## src/rtl/cpu_pkg.sv

```systemverilog
// Shared CPU datapath definitions: default widths, memory timeout and MDR handshake states.
package cpu_pkg;

    localparam int unsigned DATA_WIDTH_DEF = 32;
    localparam int unsigned MEM_TIMEOUT    = 16;

    typedef enum logic [1:0] {
        IDLE    = 2'd0,
        RD_WAIT = 2'd1,
        WR_WAIT = 2'd2,
        DONE    = 2'd3
    } mdr_state_t;

endpackage

```

## src/rtl/mdr_wait_timer.sv

```systemverilog
// 8-bit wait-state counter with synchronous clear/increment and terminal-count decode.
module mdr_wait_timer #(
    parameter int unsigned LIMIT = 16
) (
    input  logic clk,
    input  logic clr,
    input  logic i_clear,
    input  logic i_inc,
    output logic o_terminal
);

    logic [7:0] r_count;

    always_ff @(posedge clk or posedge clr) begin
        if (clr) begin
            r_count <= 8'd0;
        end else if (i_clear) begin
            r_count <= 8'd0;
        end else if (i_inc) begin
            r_count <= r_count + 8'd1;
        end
    end

    assign o_terminal = (r_count == 8'(LIMIT - 1));

endmodule

```

## src/rtl/mdr_mem_if.sv

```systemverilog
// Memory Data Register with a read/write handshake FSM that stalls on wait states and times out.
module mdr_mem_if #(
    parameter int unsigned DATA_WIDTH     = cpu_pkg::DATA_WIDTH_DEF,
    parameter int unsigned TIMEOUT_CYCLES = cpu_pkg::MEM_TIMEOUT
) (
    input  logic                  clk,
    input  logic                  clr,
    input  logic [DATA_WIDTH-1:0] BusMuxOut,
    input  logic [DATA_WIDTH-1:0] Mdatain,
    input  logic                  Read,
    input  logic                  MDRin,
    input  logic                  start_rd,
    input  logic                  start_wr,
    input  logic                  mem_ack,
    output logic [DATA_WIDTH-1:0] Q,
    output logic                  mem_rd,
    output logic                  mem_wr,
    output logic [DATA_WIDTH-1:0] mem_wdata,
    output logic                  busy,
    output logic                  done,
    output logic                  err
);

    import cpu_pkg::*;

    if (TIMEOUT_CYCLES < 2 || TIMEOUT_CYCLES > 255) begin : g_bad_timeout
        $error("TIMEOUT_CYCLES must be in 2..255");
    end

    mdr_state_t            r_state;
    mdr_state_t            w_state_next;
    logic [DATA_WIDTH-1:0] r_q;
    logic                  r_err;
    logic                  w_in_wait;
    logic                  w_tmr_term;
    logic                  w_start;

    assign w_in_wait = (r_state == RD_WAIT) || (r_state == WR_WAIT);
    assign w_start   = (r_state == IDLE) && (start_rd || start_wr);

    // Held clear outside the WAIT states, so every WAIT entry starts from zero.
    mdr_wait_timer #(
        .LIMIT (TIMEOUT_CYCLES)
    ) u_timer (
        .clk        (clk),
        .clr        (clr),
        .i_clear    (!w_in_wait),
        .i_inc      (w_in_wait),
        .o_terminal (w_tmr_term)
    );

    always_ff @(posedge clk or posedge clr) begin
        if (clr) begin
            r_state <= IDLE;
        end else begin
            r_state <= w_state_next;
        end
    end

    always_comb begin
        w_state_next = r_state;
        case (r_state)
            IDLE: begin
                if (start_rd) begin
                    w_state_next = RD_WAIT;
                end else if (start_wr) begin
                    w_state_next = WR_WAIT;
                end
            end
            RD_WAIT, WR_WAIT: begin
                if (mem_ack || w_tmr_term) begin
                    w_state_next = DONE;
                end
            end
            DONE:    w_state_next = IDLE;
            default: w_state_next = IDLE;
        endcase
    end

    always_comb begin
        mem_rd    = (r_state == RD_WAIT);
        mem_wr    = (r_state == WR_WAIT);
        busy      = w_in_wait;
        done      = (r_state == DONE);
        mem_wdata = (r_state == WR_WAIT) ? r_q : '0;
    end

    // A start request in IDLE pre-empts a direct load in the same cycle.
    always_ff @(posedge clk or posedge clr) begin
        if (clr) begin
            r_q <= '0;
        end else if ((r_state == IDLE) && !start_rd && !start_wr && MDRin) begin
            r_q <= Read ? Mdatain : BusMuxOut;
        end else if ((r_state == RD_WAIT) && mem_ack) begin
            r_q <= Mdatain;
        end
    end

    // Ack wins over a simultaneous terminal count.
    always_ff @(posedge clk or posedge clr) begin
        if (clr) begin
            r_err <= 1'b0;
        end else if (w_start) begin
            r_err <= 1'b0;
        end else if (w_in_wait) begin
            if (mem_ack) begin
                r_err <= 1'b0;
            end else if (w_tmr_term) begin
                r_err <= 1'b1;
            end
        end
    end

    assign Q   = r_q;
    assign err = r_err;

endmodule

```

## config.mk

```make
export PLATFORM = sky130hd
export DESIGN_NAME = mdr_mem_if
export DESIGN_NICKNAME = d
export VERILOG_FILES = /design/src/rtl/cpu_pkg.sv /design/src/rtl/mdr_wait_timer.sv /design/src/rtl/mdr_mem_if.sv
export SDC_FILE = /design/constraint.sdc
export NUM_CORES = 1
export LEC_CHECK = 0
export BUFFER_PORTS_ARGS = -buffer_cell sky130_fd_sc_hd__buf_2
export CORE_MARGIN = 8
export CORE_UTILIZATION = 40
export CTS_BUF_LIST = sky130_fd_sc_hd__clkbuf_8
export DETAILED_ROUTE_END_ITERATION = 8
export GPL_TIMING_DRIVEN = 0
export HOLD_SLACK_MARGIN = 0.08
export PLACE_DENSITY = 0.77
export REMOVE_ABC_BUFFERS = 1
export SLEW_MARGIN = 20
export SYNTH_ARGS = -nofsm -noshare
export SYNTH_HDL_FRONTEND = slang
export SYNTH_SLANG_ARGS = --single-unit
```

## constraint.sdc

```tcl
create_clock -name clk -period 2 [get_ports clk]
set_clock_uncertainty 0.15 [all_clocks]
set_input_delay 0.2 -clock clk [delete_from_list [all_inputs] [get_ports clk]]
set_output_delay 0.2 -clock clk [all_outputs]
set_load 0.05 [all_outputs]
```

==> results.sh <==
export IMPL_clock_sinks=43
export IMPL_clkLatencyLatePin_ps=300
export IMPL_portBuffers=139
export IMPL_cts_buffers=5
export IMPL_synth_cell_type_count=26
export IMPL_switchingPower_mw=3.669
export IMPL_violations="negative setup slack"
export IMPL_path_class="flop to flop"
export IMPL_ys_ff_latch=43
export IMPL_hold_ws_ps=161.0
export IMPL_setup_viol=7
export IMPL_syn_area_per_cell_um2=9.333
export IMPL_fin_crit_ps=2019
export IMPL_grt_max_degree=33
export IMPL_max_stage_delay_ps=420
export IMPL_fmax_mhz=495.4
export IMPL_instances_no_fill=526
export IMPL_maxSlewViolCount=0
export IMPL_finalWorstSetupSlack_ps=-18.75
export IMPL_hp_start="start_rd"
export IMPL_hp_class="input pin to flop"
export IMPL_htree_levels=2
export IMPL_path_clk_slew_ps=80
export IMPL_cts_root_buf="clkbuf_8"
export IMPL_syn2layout_area_growth_pct=83.37
export IMPL_crit_buf_inv=3
export IMPL_combPwrFrac_pct=69.2
export IMPL_drive_gt1_share_pct=39.47
export IMPL_maxSlewHeadroom_pct=70.64
export IMPL_fin_util_pct=74.24
export IMPL_globalRouteOverflowTotal=0
export IMPL_core_area_mm2=0.005371
export IMPL_leakage_nw=2.142
export IMPL_place_gp_congestion=0.7397
export IMPL_finalPower_mw=6.481
export IMPL_critPathRequiredTime_ps=2080
export IMPL_clock_path_buffers=2
export IMPL_path_max_fanout=9
export IMPL_dieArea_mm2=0.008051
export IMPL_async_flop_share_pct=100.0
export IMPL_first_global_vias=2751
export IMPL_p_seq_share_pct=23.0
export IMPL_r2r_end="Q[24]"
export IMPL_end_kind="flop"
export IMPL_wl_per_cell_um=18.22
export IMPL_rows=27
export IMPL_dp_hpwl_um=5099
export IMPL_start_util_pct=40.48
export IMPL_r2r_start="r_state[0]"
export IMPL_r2r_setup_slack_ps=-20
export IMPL_cp_top_family="buffers and inverters"
export IMPL_max_cap_violations=0
export IMPL_drt_initial_drc_count=117
export IMPL_final_nets=528
export IMPL_p_per_area_mw_per_mm2=1625
export IMPL_cts_tree="built"
export IMPL_fin_tns_setup_ps=-49.03
export IMPL_switching_share_pct=56.61
export IMPL_route_detailed_drc=0
export IMPL_synth_top_area_share_pct=49.48
export IMPL_grt_first_pass_wirelength_um=14040
export IMPL_syn_inst=233
export IMPL_crit_chain="inv_2 -> ha_4 -> and4bb_4 -> mux2i_4 -> buf_12 -> buf_6 -> nand2_1 -> nand2_1"
export IMPL_fin_crit_sh_pct=100.9
export IMPL_yosysMostFrequentCell="nand2_1"
export IMPL_crit_arrival_ps=2100
export IMPL_path_depth=8
export IMPL_antenna_found_initial=2
export IMPL_yosysTopAreaCell="dfrtp_1"
export IMPL_yosysWarnings=0
export IMPL_grt_usage_pct=20.98
export IMPL_synth_area_leaders="dfrtp_1 49%, and2_1 12%, nand2_1 11%, a22oi_1 11%, ha_1 2.9%"
export IMPL_r2r_cells=8
export IMPL_start_kind="flop"
export IMPL_placed_cells=433
export IMPL_hold_viol_final=0
export IMPL_via_count=2634
export IMPL_p_int_mw=2.812
export IMPL_worst_path_most_repeated_cell="nand2_1"
export IMPL_ant_nets=0
export IMPL_status="finished, violations left"
export IMPL_worst_pin_slew_ps=439.8
export IMPL_ioPinCount=140
export IMPL_hold_path_end="r_state[0]"
export IMPL_wl_um=9583
export IMPL_synth_area_mm2=0.002175
export IMPL_ir_drop_uv=1209
export IMPL_synth_edff_count=0
export IMPL_holdPathStages=3
export IMPL_yosysSeqAreaShare_pct=49.48
export IMPL_die_w_um=89.73
export IMPL_synthFlopType="dfrtp_1"
export IMPL_synthTopCellsByCount="65 x nand2_1, 43 x dfrtp_1, 40 x and2_1, 32 x a22oi_1, 9 x buf_2"
export IMPL_vias_per_cell=5.008
export IMPL_clkPwrFrac_pct=7.9
export IMPL_drt_first_pass_iters=4
export IMPL_dieHeight_um=89.73
export IMPL_crit_path_top_delay_cell="dfrtp_1"
## worst max-delay path by stage
stage | start | to | slack [ps]
6_report | r_state[0] | Q[24] | -20
5_1_grt | r_state[0] | Q[24] | -60
4_1_cts | r_state[0] | Q[18] | -20
3_5_place_dp | r_state[0] | Q[18] | -350
3_3_place_gp | r_state[0] | Q[3] | -1790
2_1_floorplan | r_state[0] | Q[0] | -670
## placed cells by master (no fill, tap or decap), types with 2 or more instances in the layout
| master | count |
|---|---|
| buf_2 | 132 |
| buf_6 | 2 |
| clkbuf_16 | 2 |
| xor2_1 | 2 |
| ha_1 | 3 |
| inv_2 | 3 |
| nand3_1 | 4 |
| and2_1 | 39 |
| xnor2_1 | 4 |
| dlygate4sd3_1 | 68 |
| inv_1 | 3 |
| ha_4 | 2 |
| buf_12 | 4 |
| dfrtp_1 | 42 |
| clkbuf_8 | 5 |
| nor2_1 | 2 |
| mux2i_1 | 2 |
| a21oi_1 | 2 |
| diode_2 | 3 |
| nand2_1 | 64 |
| buf_4 | 12 |
| clkbuf_4 | 4 |
| a22oi_1 | 32 |
## routing by layer
layer,GRT usage (%),part of all wire (%),up-vias
li1,-,-,1221
met1,21.22,37,1230
met2,39.08,52,145
met3,6.401,7.1,38
met4,8.039,3.7,0
met5,0,0,-
## area by class of cell
type	instances	area (um^2)
Timing Repair Buffer	225	1642
Tap cell	72	90.09
Multi-Input combinational cell	172	1080
Fill cell	391	1384
Inverter	5	18.77
Antenna cell	3	7.507
Clock inverter	1	3.754
Sequential cell	43	1077
Clock buffer	5	68.82
## flip-flops by register name, summed over array words and instances, names as in the netlist
signal and count:
u_timer.r_count 8, r_state 2, err 1, Q 32
## power groups by stage
stage	clock (mW)	combinational, mW	sequential (mW)
global placement	0	3.76	1.45
floorplan	0	1.88	2.48
CTS	0.522	4.19	1.47
detailed placement	0	3.92	1.48
finish	0.510	4.48	1.49
global route	0.572	4.70	1.53
## what timing repair did
action	in CTS	in global routing
setup buffers	5	7
gates cloned	0	4
hold buffers	68	0
setup endpoints to repair	66	60
endpoints found under the hold margin	51	0
pin swaps	0	2
resized for setup	6	16
## tightest hold or removal path: cells and delay by family
kind / cells / cell delay (ps)
muxes: 2 / 230
buffers and inverters: 1 / 130
## cell families (layout without fill, tap and decap cells)
family          count (synthesis)  after routing  share of synthesized area (%)
xor+xnor                        6              6                          2.417
other cells                     0              3                              0
fa+ha+maj                       5              5                          2.877
flops                          43             43                          49.48
buf+inv                        19            236                          3.855
compound gates                 39             39                          13.35
mux                             3              3                          1.381
simple gates                  118            119                          26.64
## metrics by stage
stage          instance area [um^2]  setup WS [ps]
2_1_floorplan                  2110         -672.2
5_1_grt                        3988         -61.98
3_3_place_gp                   2895          -1786
3_5_place_dp                   2995         -353.4
4_1_cts                        3831         -23.51
6_report                       3988         -18.75
No activity file was read; power rests on OpenSTA's default activity.
